**config.mk**
```make
export PLATFORM = sky130hd
export DESIGN_NAME = axi4lite_mem_bridge
export DESIGN_NICKNAME = d
export VERILOG_FILES = /design/src/rtl/axi4lite_mem_bridge.sv
export SDC_FILE = /design/constraint.sdc
export NUM_CORES = 1
export LEC_CHECK = 0
export CAP_MARGIN = 20
export CORE_MARGIN = 1
export CORE_UTILIZATION = 34
export CTS_BUF_LIST = sky130_fd_sc_hd__clkbuf_16
export DETAILED_ROUTE_END_ITERATION = 10
export PLACE_DENSITY_LB_ADDON = 0.3
export SLEW_MARGIN = 10
export SYNTH_ARGS = -nofsm -noshare
export SYNTH_HDL_FRONTEND = slang
export SYNTH_SLANG_ARGS = --single-unit
```
**constraint.sdc**
```tcl
create_clock -name clk -period 7.85 [get_ports clk]
set_input_delay 0.785 -clock clk [delete_from_list [all_inputs] [get_ports clk]]
set_output_delay 0.785 -clock clk [all_outputs]
set_load 0.02 [all_outputs]
```
**src/rtl/axi4lite_mem_bridge.sv**
```systemverilog
`default_nettype none
// ============================================================================
//  Module      : axi4lite_mem_bridge
//  Description : AXI4-Lite responder bridging a core's AXI4-Lite master port
//                onto a simple strobe/response main-memory bus. One
//                transaction in flight at a time, writes win over reads on
//                simultaneous arrival.
//  Ports       : clk, reset (async, active-high)
//                AXI4-Lite slave: s_aw*, s_w*, s_b*, s_ar*, s_r*
//                Memory bus     : mem_read, mem_write, mem_address,
//                                 mem_write_data, mem_write_strobe,
//                                 mem_read_data, mem_response
//  Options     : `define MEM_TIMEOUT_EN to abandon a memory request after
//                TIMEOUT_CYCLES cycles and answer it with SLVERR.
//  Revision    : 1.0 - initial release
// ============================================================================
module axi4lite_mem_bridge #(
    parameter int ADDR_WIDTH     = 32,
    parameter int DATA_WIDTH     = 32,
    parameter int TIMEOUT_CYCLES = 256
) (
    input  logic                    clk,
    input  logic                    reset,
    // write address
    input  logic                    s_awvalid,
    output logic                    s_awready,
    input  logic [ADDR_WIDTH-1:0]   s_awaddr,
    input  logic [2:0]              s_awprot,
    // write data
    input  logic                    s_wvalid,
    output logic                    s_wready,
    input  logic [DATA_WIDTH-1:0]   s_wdata,
    input  logic [DATA_WIDTH/8-1:0] s_wstrb,
    // write response
    output logic                    s_bvalid,
    input  logic                    s_bready,
    output logic [1:0]              s_bresp,
    // read address
    input  logic                    s_arvalid,
    output logic                    s_arready,
    input  logic [ADDR_WIDTH-1:0]   s_araddr,
    input  logic [2:0]              s_arprot,
    // read data
    output logic                    s_rvalid,
    input  logic                    s_rready,
    output logic [DATA_WIDTH-1:0]   s_rdata,
    output logic [1:0]              s_rresp,
    // memory bus
    output logic                    mem_read,
    output logic                    mem_write,
    output logic [ADDR_WIDTH-1:0]   mem_address,
    output logic [DATA_WIDTH-1:0]   mem_write_data,
    output logic [DATA_WIDTH/8-1:0] mem_write_strobe,
    input  logic [DATA_WIDTH-1:0]   mem_read_data,
    input  logic                    mem_response
);

    localparam logic [1:0] c_resp_okay   = 2'b00;
    localparam logic [1:0] c_resp_slverr = 2'b10;

    typedef enum logic [2:0] {
        ST_IDLE   = 3'd0,
        ST_MEM_WR = 3'd1,
        ST_MEM_RD = 3'd2,
        ST_B_RESP = 3'd3,
        ST_R_RESP = 3'd4
    } state_t;

    state_t                  state_q,            state_d;
    logic                    aw_cap_q,           aw_cap_d;
    logic                    w_cap_q,            w_cap_d;
    logic                    mem_read_q,         mem_read_d;
    logic                    mem_write_q,        mem_write_d;
    logic [ADDR_WIDTH-1:0]   mem_address_q,      mem_address_d;
    logic [DATA_WIDTH-1:0]   mem_write_data_q,   mem_write_data_d;
    logic [DATA_WIDTH/8-1:0] mem_write_strobe_q, mem_write_strobe_d;
    logic                    s_bvalid_q,         s_bvalid_d;
    logic [1:0]              s_bresp_q,          s_bresp_d;
    logic                    s_rvalid_q,         s_rvalid_d;
    logic [DATA_WIDTH-1:0]   s_rdata_q,          s_rdata_d;
    logic [1:0]              s_rresp_q,          s_rresp_d;

`ifdef MEM_TIMEOUT_EN
    localparam int                 c_cnt_w    = $clog2(TIMEOUT_CYCLES + 1);
    localparam logic [c_cnt_w-1:0] c_tmo_last = c_cnt_w'(TIMEOUT_CYCLES - 1);
    logic [c_cnt_w-1:0] tmo_cnt_q, tmo_cnt_d;
`endif

    // Protection bits carry no meaning for this memory.
    logic w_unused_prot;
    assign w_unused_prot = ^{s_awprot, s_arprot};

    // Readies are combinational so a write arriving in the same cycle as a
    // read can block the read; they are forced low while reset is asserted.
    logic w_idle;
    logic w_aw_hs, w_w_hs, w_ar_hs;

    assign w_idle    = (state_q == ST_IDLE) && !reset;
    assign s_awready = w_idle && !aw_cap_q;
    assign s_wready  = w_idle && !w_cap_q;
    assign s_arready = w_idle && !aw_cap_q && !w_cap_q && !s_awvalid && !s_wvalid;

    assign w_aw_hs = s_awvalid && s_awready;
    assign w_w_hs  = s_wvalid  && s_wready;
    assign w_ar_hs = s_arvalid && s_arready;

    always_comb begin
        state_d            = state_q;
        aw_cap_d           = aw_cap_q;
        w_cap_d            = w_cap_q;
        mem_read_d         = mem_read_q;
        mem_write_d        = mem_write_q;
        mem_address_d      = mem_address_q;
        mem_write_data_d   = mem_write_data_q;
        mem_write_strobe_d = mem_write_strobe_q;
        s_bvalid_d         = s_bvalid_q;
        s_bresp_d          = s_bresp_q;
        s_rvalid_d         = s_rvalid_q;
        s_rdata_d          = s_rdata_q;
        s_rresp_d          = s_rresp_q;
`ifdef MEM_TIMEOUT_EN
        tmo_cnt_d          = tmo_cnt_q;
`endif

        case (state_q)
            ST_IDLE: begin
                aw_cap_d = aw_cap_q | w_aw_hs;
                w_cap_d  = w_cap_q  | w_w_hs;
                if (w_aw_hs) begin
                    mem_address_d = s_awaddr;
                end
                if (w_w_hs) begin
                    mem_write_data_d   = s_wdata;
                    mem_write_strobe_d = s_wstrb;
                end
                if (aw_cap_d && w_cap_d) begin
                    state_d     = ST_MEM_WR;
                    mem_write_d = 1'b1;
                    aw_cap_d    = 1'b0;
                    w_cap_d     = 1'b0;
`ifdef MEM_TIMEOUT_EN
                    tmo_cnt_d   = '0;
`endif
                end else if (w_ar_hs) begin
                    state_d       = ST_MEM_RD;
                    mem_read_d    = 1'b1;
                    mem_address_d = s_araddr;
`ifdef MEM_TIMEOUT_EN
                    tmo_cnt_d     = '0;
`endif
                end
            end

            ST_MEM_WR: begin
                // A response on the timeout cycle is checked first and wins.
                if (mem_response) begin
                    mem_write_d = 1'b0;
                    s_bvalid_d  = 1'b1;
                    s_bresp_d   = c_resp_okay;
                    state_d     = ST_B_RESP;
                end
`ifdef MEM_TIMEOUT_EN
                else if (tmo_cnt_q == c_tmo_last) begin
                    mem_write_d = 1'b0;
                    s_bvalid_d  = 1'b1;
                    s_bresp_d   = c_resp_slverr;
                    state_d     = ST_B_RESP;
                end else begin
                    tmo_cnt_d = tmo_cnt_q + c_cnt_w'(1);
                end
`endif
            end

            ST_MEM_RD: begin
                if (mem_response) begin
                    mem_read_d = 1'b0;
                    s_rvalid_d = 1'b1;
                    s_rdata_d  = mem_read_data;
                    s_rresp_d  = c_resp_okay;
                    state_d    = ST_R_RESP;
                end
`ifdef MEM_TIMEOUT_EN
                else if (tmo_cnt_q == c_tmo_last) begin
                    mem_read_d = 1'b0;
                    s_rvalid_d = 1'b1;
                    s_rdata_d  = '0;
                    s_rresp_d  = c_resp_slverr;
                    state_d    = ST_R_RESP;
                end else begin
                    tmo_cnt_d = tmo_cnt_q + c_cnt_w'(1);
                end
`endif
            end

            ST_B_RESP: begin
                if (s_bready) begin
                    s_bvalid_d = 1'b0;
                    state_d    = ST_IDLE;
                end
            end

            ST_R_RESP: begin
                if (s_rready) begin
                    s_rvalid_d = 1'b0;
                    state_d    = ST_IDLE;
                end
            end

            default: begin
                state_d     = ST_IDLE;
                mem_read_d  = 1'b0;
                mem_write_d = 1'b0;
                s_bvalid_d  = 1'b0;
                s_rvalid_d  = 1'b0;
            end
        endcase
    end

    always_ff @(posedge clk or posedge reset) begin
        if (reset) begin
            state_q            <= ST_IDLE;
            aw_cap_q           <= 1'b0;
            w_cap_q            <= 1'b0;
            mem_read_q         <= 1'b0;
            mem_write_q        <= 1'b0;
            mem_address_q      <= '0;
            mem_write_data_q   <= '0;
            mem_write_strobe_q <= '0;
            s_bvalid_q         <= 1'b0;
            s_bresp_q          <= 2'b00;
            s_rvalid_q         <= 1'b0;
            s_rdata_q          <= '0;
            s_rresp_q          <= 2'b00;
`ifdef MEM_TIMEOUT_EN
            tmo_cnt_q          <= '0;
`endif
        end else begin
            state_q            <= state_d;
            aw_cap_q           <= aw_cap_d;
            w_cap_q            <= w_cap_d;
            mem_read_q         <= mem_read_d;
            mem_write_q        <= mem_write_d;
            mem_address_q      <= mem_address_d;
            mem_write_data_q   <= mem_write_data_d;
            mem_write_strobe_q <= mem_write_strobe_d;
            s_bvalid_q         <= s_bvalid_d;
            s_bresp_q          <= s_bresp_d;
            s_rvalid_q         <= s_rvalid_d;
            s_rdata_q          <= s_rdata_d;
            s_rresp_q          <= s_rresp_d;
`ifdef MEM_TIMEOUT_EN
            tmo_cnt_q          <= tmo_cnt_d;
`endif
        end
    end

    assign mem_read         = mem_read_q;
    assign mem_write        = mem_write_q;
    assign mem_address      = mem_address_q;
    assign mem_write_data   = mem_write_data_q;
    assign mem_write_strobe = mem_write_strobe_q;
    assign s_bvalid         = s_bvalid_q;
    assign s_bresp          = s_bresp_q;
    assign s_rvalid         = s_rvalid_q;
    assign s_rdata          = s_rdata_q;
    assign s_rresp          = s_rresp_q;

endmodule
`default_nettype wire

```
==> impl_metrics.yaml <==
outcome:
  status: "completed"
synthesis:
  synth.distinct_cells: 33
  dominantRegCellSynth: "dfrtp_1"
  synth-edff-count: 0
  synth_top_area_share_pct: 58.3
  yosysTopAreaCell: "dfrtp_1"
  synth.cell_area_um2: 4680
  synth-seq-cells: 109
  yosysSeqAreaShare_pct: 58.3
  synth_area_leaders: "dfrtp_1 (58%), mux2_4 (9.6%), mux2_1 (9.1%), mux2i_1 (6.8%), a21oi_1 (4.3%)"
  yosysWarnings: 0
  postSynthAreaPerCell_um2: 13.4
  syn_inst: 350
  async_flop_share_pct: 100
die:
  boundaryPins: 257
  die_w_um: 119
  die_height_um: 119
  core_um2: 13300
  start_util_pct: 35.0
  rows: 42
  die-area_um2: 14200
worst_setup_path:
  ff2ff_setup_slack_ns: 5.73
  crit_slowest_cell: "clkdlybuf4s50_1"
  cp_top_family: "buffers and inverters"
  crit_chain: "clkdlybuf4s50_1 > inv_4 > and3_1 > clkdlybuf4s50_1"
  path_class: "in2out"
  reg2regPathDepth: 5
  r2r-start: "state_q[2]"
  cp_num_cells: 4
  crit_start: "reset"
  end_kind: "output pin"
  critPathLaunchType: "primary input"
  cp_data_required_time_ns: 7.07
  path_max_fanout: 32
  slowest_delay_ns: 0.62
  cp.arrival_ns: 2.52
  critical_path_buf_inv_count: 3
  cpMostUsedCell: "clkdlybuf4s50_1"
clock_network:
  clock_sinks: 109
  cts_tree: "built"
  hold_buffers: 0
  cts_buffers: 9
  cts_buffer_depth: 2
  clock_latency_ns: 0.35
  cts_root_buf: "clkbuf_16"
  post_cts_buffers: 0
  post_cts_resized: 0
  path_clk_slew_ns: 0.06
  htreeDepth: 3
global_routing:
  grt_overflow_total: 0
  grt_pass1_vias: 3730
  grt_first_pass_wirelength_mm: 18.4
  grt_use_total_pct: 16.7
  grt_max_degree: 80
  antenna_found_initial: 0
sta:
  worst_slack_ns: 4.55
  worstMarginPinSlew_ns: 0.637
  slew_violations: 0
  hold_violations: 0
  period_share_pct: 42.1
  hold-worst-slack_ns: 0.487
  setup_viol_count_final: 0
  skew_ns: 0.00584
  slew_headroom_pct: 57.5
  fmax_ghz: 0.303
  period_needed_ns: 3.30
  rsz0062_at_grt: "no"
  tns_ns: 0
power_and_ir_drop:
  switching_power_mw: 1.05
  p_comb_share_pct: 50.1
  power_frac_seq_pct: 34.5
  p_clk_share_pct: 15.4
  switching_share_pct: 35.7
  p_leak_nw: 3.47
  internal_power_mw: 1.90
  ir_drop_uv: 203
  cellPowerDensity_nw_per_um2: 389
  finalPower_mw: 2.95
placed_design:
  place_ws_ns: 4.51
  portBuffers: 246
  placed_cells_incl_taps: 755
  hpwl_mm: 8.52
  gp_congestion: 0.754
  placed_area_um2: 7240
drt:
  post-route-drc-count: 0
  wl_per_cell_um: 15.0
  detail-route-antenna-nets: 0
  via_per_inst: 4.62
  first_iter_violations: 141
  vias: 3572
  wl_mm: 11.6
  first_pass_iters: 5
finish:
  final_area_um2: 7580
  drive_gt1_share_pct: 9.72
  final_core_util_pct: 56.8
  seq_area_um2: 2730
  finalNonFillerCells: 773
  nets: 738
  multi_input_area_um2: 1790
  diodes: 0
  area_delta_synth_final_pct: 62.2
  fillers: 1139
job:
  maxCapViolCount: 0
hold_path:
  holdPathStages: 1
  holdCritStartpoint: "s_rdata[24]"
  hp-class: "reg2reg"
-- cell usage after synthesis (2+ instances only) --
library cell  instances
dfrtp_1             109
a21oi_1              40
mux2_1               38
nor2_1               38
mux2i_1              32
mux2_4               30
buf_4                10
clkbuf_1              6
nand2_1               6
inv_1                 5
o21ai_0               5
buf_6                 4
buf_2                 3
a31oi_1               2
and3_1                2
nor2b_1               2
nor3_2                2
-- per-layer routing --
| layer | wire (µm) | global-route usage, % |
|---|---|---|
| met5 | 0 | 0 |
| met4 | 256 | 7.52 |
| met3 | 836 | 4.60 |
| met2 | 5810 | 29.0 |
| met1 | 4710 | 19.1 |
-- cells in the final DEF, fill, tap and decap left out, drive strengths merged, types with 4 or more instances in the layout --
cell,Yosys,routed
clkdlybuf4s50,0,246
a21oi,40,40
nand2,7,7
dfrtp,109,109
inv,5,6
clkinv,0,4
nor3,4,4
buf,17,5
conb,1,4
mux2,68,68
clkbuf,6,9
nor2,39,39
o21ai,5,5
mux2i,32,32
-- power groups by stage --
stage / clock network, mW / logic (mW) / registers, mW
2_1_floorplan: 0 / 0.467 / 1.33
3_3_place_gp: 0 / 1.47 / 1.01
3_5_place_dp: 0 / 1.49 / 1.03
4_1_cts: 0.472 / 1.49 / 1.02
5_1_grt: 0.489 / 1.57 / 1.06
6_report: 0.454 / 1.48 / 1.02
-- kinds of logic after synthesis --
family                 count (synthesis)  share of synthesized area [%]
buffers and inverters                 28                           3.77
other                                  1                         0.0802
muxes                                100                           25.6
DFF                                  109                           58.3
and+or+nand+nor                       60                           6.26
AOI/OAI and AO/OA                     52                           5.94
-- worst paths after layout --
kind	end
max	s_awready
min	s_rdata[24]
max reg2reg	mem_address[11]
min reg2reg	s_rdata[24]
max in group asynchronous	s_rdata[15]
min in group asynchronous	mem_write_data[31]
-- state kept, by name (all words and copies together), names as in the netlist --
signal	flops
mem_address	32
mem_write_data	32
s_rdata	32
mem_write_strobe	4
state_q	3
aw_cap_q	1
mem_read	1
mem_write	1
s_bvalid	1
s_rvalid	1
w_cap_q	1
-- final cells by class --
type,count,share of cell area (%)
clock buffer,9,2.97
clock inverter,7,0.990
inverter,5,0.280
multi-input combinational,216,23.6
tap,176,2.90
sequential,109,36.0
timing repair buffer,251,33.3
No activity file was read; power rests on OpenSTA's default activity.
